`src/rtl/alu_sequencer.sv`:
```
// Issue/writeback sequencer around an external combinational ALU: reads operands
// from a small register file, drives the ALU from registers, retires result and Z/C/N flags.
`ifndef WORD_SIZE
`define WORD_SIZE 8
`endif

package config_pkg;
  typedef enum logic [3:0] {
    ADD = 4'd0,
    ADC = 4'd1,
    SUB = 4'd2,
    CMP = 4'd3,
    INC = 4'd4,
    DEC = 4'd5,
    AND = 4'd6,
    OR  = 4'd7,
    XOR = 4'd8,
    SHR = 4'd9,
    SHL = 4'd10
  } opcode_t;
endpackage

module alu_sequencer
  import config_pkg::*;
#(
  parameter int WORD_SIZE  = `WORD_SIZE,
  parameter int REG_COUNT  = 8,
  parameter int REG_ADDR_W = $clog2(REG_COUNT)
) (
  input  logic                  clk,
  input  logic                  rst,
  input  logic                  in_valid,
  output logic                  in_ready,
  input  opcode_t               in_opcode,
  input  logic [REG_ADDR_W-1:0] in_rx,
  input  logic [REG_ADDR_W-1:0] in_ry,
  output logic [WORD_SIZE-1:0]  alu_a,
  output logic [WORD_SIZE-1:0]  alu_b,
  output opcode_t               alu_opcode,
  input  logic [WORD_SIZE-1:0]  alu_out,
  output logic                  flag_z,
  output logic                  flag_c,
  output logic                  flag_n,
  output logic                  done,
  input  logic [REG_ADDR_W-1:0] dbg_addr,
  output logic [WORD_SIZE-1:0]  dbg_data
);

  typedef enum logic [1:0] {
    IDLE = 2'd0,
    READ = 2'd1,
    EXEC = 2'd2,
    WB   = 2'd3
  } state_t;

  state_t                  state_r;
  opcode_t                 op_r;
  logic [REG_ADDR_W-1:0]   rx_r;
  logic [REG_ADDR_W-1:0]   ry_r;
  logic [WORD_SIZE-1:0]    regs_r [REG_COUNT];
  logic [WORD_SIZE-1:0]    result_r;
  logic [2:0]              pend_flags_r;
  logic [2:0]              flags_r;
  logic                    ready_r;
  logic                    done_r;
  logic [WORD_SIZE-1:0]    alu_a_r;
  logic [WORD_SIZE-1:0]    alu_b_r;
  opcode_t                 alu_op_r;
  logic                    accept_s;
  logic                    reg_we_s;

  // Flag set {z, c, n}; carry/borrow evaluated over WORD_SIZE+1 bits.
  function automatic logic [2:0] calc_flags(input opcode_t op,
                                            input logic [WORD_SIZE-1:0] a,
                                            input logic [WORD_SIZE-1:0] b,
                                            input logic [WORD_SIZE-1:0] res);
    logic [WORD_SIZE:0] sum_w;
    logic [WORD_SIZE:0] diff_w;
    logic               z;
    logic               c;
    logic               n;
    sum_w  = {1'b0, a} + {1'b0, b};
    diff_w = {1'b0, a} - {1'b0, b};
    z      = (res == {WORD_SIZE{1'b0}});
    n      = res[WORD_SIZE-1];
    c      = 1'b0;
    case (op)
      ADD, ADC: c = (sum_w > {1'b0, {WORD_SIZE{1'b1}}});
      SUB:      c = diff_w[WORD_SIZE];
      CMP: begin
        z = (diff_w == {(WORD_SIZE+1){1'b0}});
        c = diff_w[WORD_SIZE];
        n = diff_w[WORD_SIZE-1];
      end
      INC:      c = &a;
      DEC:      c = ~|a;
      default:  c = 1'b0;
    endcase
    return {z, c, n};
  endfunction

  function automatic logic writes_back(input opcode_t op);
    case (op)
      ADD, ADC, SUB, INC, DEC, AND, OR, XOR, SHR, SHL: return 1'b1;
      default:                                         return 1'b0;
    endcase
  endfunction

  // CMP updates flags without a result write; anything unlisted touches neither.
  function automatic logic updates_flags(input opcode_t op);
    case (op)
      CMP:     return 1'b1;
      default: return writes_back(op);
    endcase
  endfunction

  // Handshake and write-enable decode.
  always_comb begin
    accept_s = in_valid && ready_r;
    reg_we_s = 1'b0;
    if (state_r == WB) begin
      reg_we_s = writes_back(op_r);
    end else begin
      reg_we_s = 1'b0;
    end
  end

  // Sequencer FSM with ALU operand, result and flag registers.
  always_ff @(posedge clk) begin
    if (rst) begin
      state_r      <= IDLE;
      op_r         <= ADD;
      rx_r         <= {REG_ADDR_W{1'b0}};
      ry_r         <= {REG_ADDR_W{1'b0}};
      result_r     <= {WORD_SIZE{1'b0}};
      pend_flags_r <= 3'b000;
      flags_r      <= 3'b000;
      ready_r      <= 1'b1;
      done_r       <= 1'b0;
      alu_a_r      <= {WORD_SIZE{1'b0}};
      alu_b_r      <= {WORD_SIZE{1'b0}};
      alu_op_r     <= ADD;
    end else begin
      done_r <= 1'b0;
      case (state_r)
        IDLE: begin
          if (accept_s) begin
            op_r    <= in_opcode;
            rx_r    <= in_rx;
            ry_r    <= in_ry;
            ready_r <= 1'b0;
            state_r <= READ;
          end
        end
        READ: begin
          alu_a_r  <= regs_r[rx_r];
          alu_b_r  <= regs_r[ry_r];
          alu_op_r <= op_r;
          state_r  <= EXEC;
        end
        EXEC: begin
          result_r     <= alu_out;
          pend_flags_r <= calc_flags(alu_op_r, alu_a_r, alu_b_r, alu_out);
          state_r      <= WB;
        end
        WB: begin
          if (updates_flags(op_r)) begin
            flags_r <= pend_flags_r;
          end
          done_r  <= 1'b1;
          ready_r <= 1'b1;
          state_r <= IDLE;
        end
        default: begin
          ready_r <= 1'b1;
          state_r <= IDLE;
        end
      endcase
    end
  end

  // Register file, written only from the WB state.
  always_ff @(posedge clk) begin
    if (rst) begin
      for (int i = 0; i < REG_COUNT; i++) begin
        regs_r[i] <= {WORD_SIZE{1'b0}};
      end
    end else if (reg_we_s) begin
      regs_r[rx_r] <= result_r;
    end
  end

  assign in_ready   = ready_r;
  assign done       = done_r;
  assign alu_a      = alu_a_r;
  assign alu_b      = alu_b_r;
  assign alu_opcode = alu_op_r;
  assign flag_z     = flags_r[2];
  assign flag_c     = flags_r[1];
  assign flag_n     = flags_r[0];
  assign dbg_data   = regs_r[dbg_addr];

endmodule

```
`config.mk`:
```
export PLATFORM = sky130hd
export DESIGN_NAME = alu_sequencer
export DESIGN_NICKNAME = d
export VERILOG_FILES = /design/src/rtl/alu_sequencer.sv
export SDC_FILE = /design/constraint.sdc
export NUM_CORES = 1
export LEC_CHECK = 0
export CELL_PAD_IN_SITES_DETAIL_PLACEMENT = 0
export CELL_PAD_IN_SITES_GLOBAL_PLACEMENT = 1
export CORE_MARGIN = 5
export CORE_UTILIZATION = 40
export CTS_CLUSTER_SIZE = 10
export DETAILED_ROUTE_END_ITERATION = 16
export PLACE_DENSITY = 0.82
export SYNTH_ARGS = -nofsm -noshare
export SYNTH_HDL_FRONTEND = slang
export SYNTH_SLANG_ARGS = --single-unit
```
`constraint.sdc`:
```
create_clock -name clk -period 2 [get_ports clk]
set_clock_uncertainty 0.1 [all_clocks]
set_input_delay 0.2 -clock clk [delete_from_list [all_inputs] [get_ports clk]]
set_output_delay 0.2 -clock clk [all_outputs]
set_load 0.05 [all_outputs]
```
Yosys cells after proc, flatten, opt, wreduce, memory -nomap -nowiden. Memories as Yosys holds them, arrays and structs flattened. A register that Yosys moved wholly into a read port is not among the register bits. Cells that the tools add are included.

Reduce and logical (&&, ||, !) cells: 15. Muxes and demuxes: 24. Order comparisons: 1. Equality and inequality tests: 10. Add/subtract/negate cells: 2.

Operators by type and width (number): 4-bit two-way mux (4); 8-bit OR reduction (2); 1-bit two-way mux (14); 4-bit by 2-bit equality test with 1-bit output (second input constant) (3); 8-bit by 8-bit adder with 9-bit output (1); 9-bit by 8-bit > comparator with 1-bit output (second input constant) (1); 9-bit zero test (1); 8-bit by 8-bit subtractor with 9-bit output (1); 4-bit by 3-bit equality test with 1-bit output (second input constant) (2); 8-bit zero test (1); 8-bit two-way mux (1); 2-bit one-hot mux with 4 select lines (1); 8-bit AND reduction (1); 2-bit AND reduction (3); 2-bit equality test (second input constant) (2); 4-bit by 1-bit equality test with 1-bit output (second input constant) (1); 4-bit zero test (1); 1-bit one-hot mux with 4 select lines (1); 2-bit OR reduction (2); 3-bit two-way mux (1); 2-bit by 1-bit equality test with 1-bit output (second input constant) (1); 2-bit zero test (1); 2-bit two-way mux (1); 2-bit != test (second input constant) (1); other kinds (4) (4).

Memories: 3. Word-level logic and storage cells: 65. ROM bits: 32. Bits of input ports: 24. Output and inout bits: 33. RAM bits: 64. Register bits: 32.

Memory list: regs_r (depth 8, bits a word 8, rd ports 3, clocked after Yosys merged registers in 2, write ports 8, line 60) `logic [WORD_SIZE-1:0] regs_r [REG_COUNT];`; (no name shown) (depth 16, bits a word 1, rd ports 1, clocked after Yosys merged registers in 1, write ports 0, line 103) `case (op)`; (no name shown) (depth 16, bits a word 1, rd ports 1, clocked after Yosys merged registers in 1, write ports 0, line 103).

Longest topological paths before layout. Gate-level depths: netlist of run 1.

Word-level depth: 7. Gate-level depth with buffers: 9. Mapped depth without buffers: 9.

Worst setup path after synthesis of run 1. Ideal clock, no wire load.

Kind: reg-to-reg. Start: reg alu_a_r[0] (netlist: alu_a[0]), read port of regs_r. End: reg pend_flags_r[1]. Data arrival time: 2.313 ns. Clock period less this slack: 2.535 ns. Setup slack: -0.535 ns. Data required time: 1.778 ns. Cell stages (with the launch flop): 10. Cell sequence: dfxtp_1 > inv_1 > ha_1 > fa_1 > nor2b_1 > o21a_1 > o21ai_0 > a21oi_1 > o211ai_1 > a221o_1.

Longest elaborated chain between the ends: 3. Elaborated cells between the ends (all ways): 7. Classes of those cells: add/sub: 2; order compare: 1; mux: 1; reduce/logical: 3.

RTL lines: start, declared (line 66) `logic [WORD_SIZE-1:0] alu_a_r;`; 8-bit by 8-bit adder with 9-bit output / 8-bit OR reduction (equally long branches) (line 82, 96); 9-bit by 8-bit > comparator with 1-bit output / 1-bit zero test (equally long branches) (line 88, 96); 1-bit one-hot mux with 4 select lines * (line 87) `case (op)`; end signal, assigned (line 163) `pend_flags_r <= calc_flags(alu_op_r, alu_a_r, alu_b_r, alu_out);`; end, declared (line 62) `logic [2:0] pend_flags_r;`.

Every way passes the cells marked *; elsewhere a longest branch is shown, timed or not. A chain may end at the register's enable or synchronous reset.

Worst setup path after layout of run 1.
Start: reg alu_b_r[1] (netlist: alu_b[1]), read port of regs_r. End: reg pend_flags_r[2].

Longest elaborated chain between the ends: 3.

RTL lines: start, declared (line 67) `logic [WORD_SIZE-1:0] alu_b_r;`; 8-bit by 8-bit subtractor with 9-bit output (line 83) `diff_w = {1'b0, a} - {1'b0, b};`; 9-bit zero test (line 91) `z = (diff_w == {(WORD_SIZE+1){1'b0}});`; 1-bit two-way mux (line 87).

No other way between the ends.

==> results.toml, run 1 <==
[synth]
syn_area_per_cell_um2 = 12.2
leading_cell_types_by_total_area_after_synthesis = "sky130_fd_sc_hd__edfxtp_1 31%, sky130_fd_sc_hd__mux4_2 17%, sky130_fd_sc_hd__dfxtp_1 16%"
number_of_synthesis_warnings = 0
synth_cells = 514
syn-num-nets = 560
yosys.area.top_type = "sky130_fd_sc_hd__edfxtp_1"
synth.top_cells.by_count = "64 x sky130_fd_sc_hd__and2_1, 64 x sky130_fd_sc_hd__edfxtp_1, 49 x sky130_fd_sc_hd__dfxtp_1"
post_synth_num_cell_types = 47
synth_seq_cells = 113
synth_top_area_share_pct = 30.6
syn_area_um2 = 6280
synthFlopType = "sky130_fd_sc_hd__edfxtp_1"
yosysSeqAreaShare_pct = 46.2
ys_async_sr_fraction_pct = 0
post_synth_edffs = 64

[pwr]
netSwitchingPower_mw = 3.75
power.share.combinational_pct = 42.1
part_of_the_total_power_dissipated_in_sequential_elements_pct = 28.2
cell_internal_pwr_mw = 7.14
power.clock.fraction_pct = 29.6
vdd.ir_drop.worst_mv = 0.762
power_per_unit_of_standard_cell_area_nw_per_um2 = 1290
power.leakage_nw = 3.31
switching_power_share_of_the_total_pct = 34.4

[setup_path]
timing.setup.critical_path_class = "flop to flop"
worst-path-max-fanout = 3
critical_path_required_ns = 2.25
reg2reg_setup_slack_ns = -0.11
rr_worst_depth = 8
endpoint_kind = "flop"
critical_path.startpoint_type = "flop"
crit_arrival_ns = 2.36

[die]
boundaryPins = 57
starting_density_of_the_core_pct = 41.0
die_ht_um = 135
design.die.area_um2 = 18300
core.rowCount = 45
floorplan.core_area_um2 = 15300
die_width_um = 135

[clock_network]
path_clk_slew_ns = 0.05
clock_latency_ns = 0.42
cts-root-to-sink-buffers = 2
cts_tree = "built"
cts_htree_levels = 4
numCtsBuffers = 17
cts.sink_count = 113
clock-root-buffer = "sky130_fd_sc_hd__clkbuf_16"

[global_route]
overall_track_demand_over_capacity_in_global_routing_pct = 18.6
grt_pass1_vias = 4718
overflow = 0
antenna_violations_before_repair = 0
grt_start_max_net_pins = 40
grt_pass1_wl_um = 25600

[drt]
routed-via-count = 4636
post_drt_via_cell_ratio = 5.40
initialDrtViolationCount = 464
drcViolationCount = 0
final_antenna_net_count = 0
firstDrtPassIters = 5
wl_per_cell_um = 19.0
postRouteWirelength_um = 16300

[sta]
final.hold.worst_slack_ns = 0.237
timing.final.setup_violations = 10
slew_headroom_pct = 65.9
final_slew_viol_count = 0
finalSetupTns_ns = -0.661
period_share_pct = 106
setup_repair_after_global_routing_missed_its_margin = "yes"
clock.fmax_ghz = 0.473
post-route-worst-setup-slack_ns = -0.113
actual_transition_at_the_worst_max_transition_pin_ns = 0.511
finalWorstPathRequiredPeriod_ns = 2.11
report.final.hold_viol_count = 0

[placement]
place.gp.congestion = 0.858
io_buffers = 56
place.detailed.hpwl_um = 11300
place_worst_setup_slack_ns = -0.233

[cells_and_area]
final_core_util_pct = 55.3
num-nets-final = 681
insertedDiodeCount = 0
syn2layout_area_growth_pct = 34.8
drive_gt1_share_pct = 33.0

[job]
max-cap-violations = 0

[status]
status = "finished, violations left"
failing_checks = "setup timing"

[min_path]
worst_hold_path_type = "input pin to flop"
worst_hold_path.num_cells = 3
-- cell usage in the layout, fill, tap and decap left out, drive strengths merged, types with 14 or more instances in the layout --
master,netlist,layout
clkbuf,14,21
nor2,45,45
dfxtp,49,49
nand2,32,32
mux4,48,48
a211oi,16,16
inv,14,14
buf,14,81
mux2i,32,32
and2,64,64
edfxtp,64,64
clkdlybuf4s50,0,32
a21oi,18,18
ha,20,20
-- kinds of logic after synthesis --
| logic type | after synthesis | synth area share [%] |
|---|---|---|
| AO/OA/AOI/OAI | 59 | 6.52 |
| XOR/XNOR | 1 | 0.139 |
| adder cells (fa/ha/maj) | 22 | 4.62 |
| buffers and inverters | 42 | 2.87 |
| flip-flops | 113 | 46.2 |
| multiplexers | 89 | 24.0 |
| AND/OR/NAND/NOR | 188 | 15.6 |
-- registers in the layout, indices dropped and copies added, names as in the netlist, named ones only --
name,cells
state_r,2
pend_flags_r,3
op_r,4
alu_opcode,4
alu_a,8
regs_r,64
in_ready,1
done,1
result_r,8
flags_r,3
alu_b,8
rx_r,3
ry_r,3
-- stage by stage --
step | power (mW) | std cells | instance area (um2)
floorplan | 5.89 | 514 | 6350
global placement | 7.28 | 806 | 7510
detailed placement | 7.41 | 806 | 7510
CTS | 10.8 | 853 | 8340
global route | 11.5 | 859 | 8470
finish | 10.9 | 859 | 8470
-- worst paths after layout --
check                  start              end
max                 alu_b[1]  pend_flags_r[2]
min                 in_ry[2]          ry_r[2]
max reg2reg         alu_b[1]  pend_flags_r[2]
min reg2reg  pend_flags_r[0]  pend_flags_r[0]
-- power groups by stage --
| stage | Sequential, mW | Clock, mW | Combinational (mW) |
|---|---|---|---|
| 2_1_floorplan | 3.62 | 0 | 2.27 |
| 3_3_place_gp | 3.10 | 0 | 4.18 |
| 3_5_place_dp | 3.12 | 0 | 4.29 |
| 4_1_cts | 3.07 | 3.25 | 4.50 |
| 5_1_grt | 3.12 | 3.39 | 4.96 |
| 6_report | 3.08 | 3.23 | 4.59 |
-- worst max-delay path, cell delays in order, from the launching register on --
cell	delay (ns)
sky130_fd_sc_hd__dfxtp_4	0.36
sky130_fd_sc_hd__inv_4	0.04
sky130_fd_sc_hd__ha_4	0.20
sky130_fd_sc_hd__nor2b_4	0.12
sky130_fd_sc_hd__o31a_4	0.30
sky130_fd_sc_hd__o22ai_4	0.11
sky130_fd_sc_hd__mux2_4	0.32
sky130_fd_sc_hd__a2111o_1	0.41
sky130_fd_sc_hd__o22ai_2	0.09
-- timing repair --
action                     CTS  global route
pin swaps                    5            10
setup buffers               13             6
setup endpoints to repair   37           100
hold endpoints to repair     1             0
gates resized for setup     26            24
gates cloned                 1             0
hold buffers                 1             0
-- cell type report --
class	count	area (um2)
multi-input cells	359	3330
clock inverters	11	186
clock buffers	21	440
well taps	211	264
fillers	1259	6850
flip-flops and latches	113	2940
inverters	14	57.6
repair buffers	130	1250
-- layer usage --
metal	up-vias	global-route usage (%)	wire length (um)
li1	2160	-	-
met1	2234	22.8	6650
met2	208	31.8	8310
met3	34	3.90	963
met4	0	7.56	408
met5	-	0	0
No activity file was read; power rests on OpenSTA's default activity.
==> inputs of run 2 (changes only) <==
--- a/config.mk
+++ b/config.mk
@@ -9,6 +9,7 @@
 export CELL_PAD_IN_SITES_GLOBAL_PLACEMENT = 1
 export CORE_MARGIN = 5
 export CORE_UTILIZATION = 40
+export CTS_CLUSTER_DIAMETER = 120
 export CTS_CLUSTER_SIZE = 10
 export DETAILED_ROUTE_END_ITERATION = 16
 export PLACE_DENSITY = 0.82
==> results of run 2 <==
Final layout, timing and power as in run 1 (identical DEF).
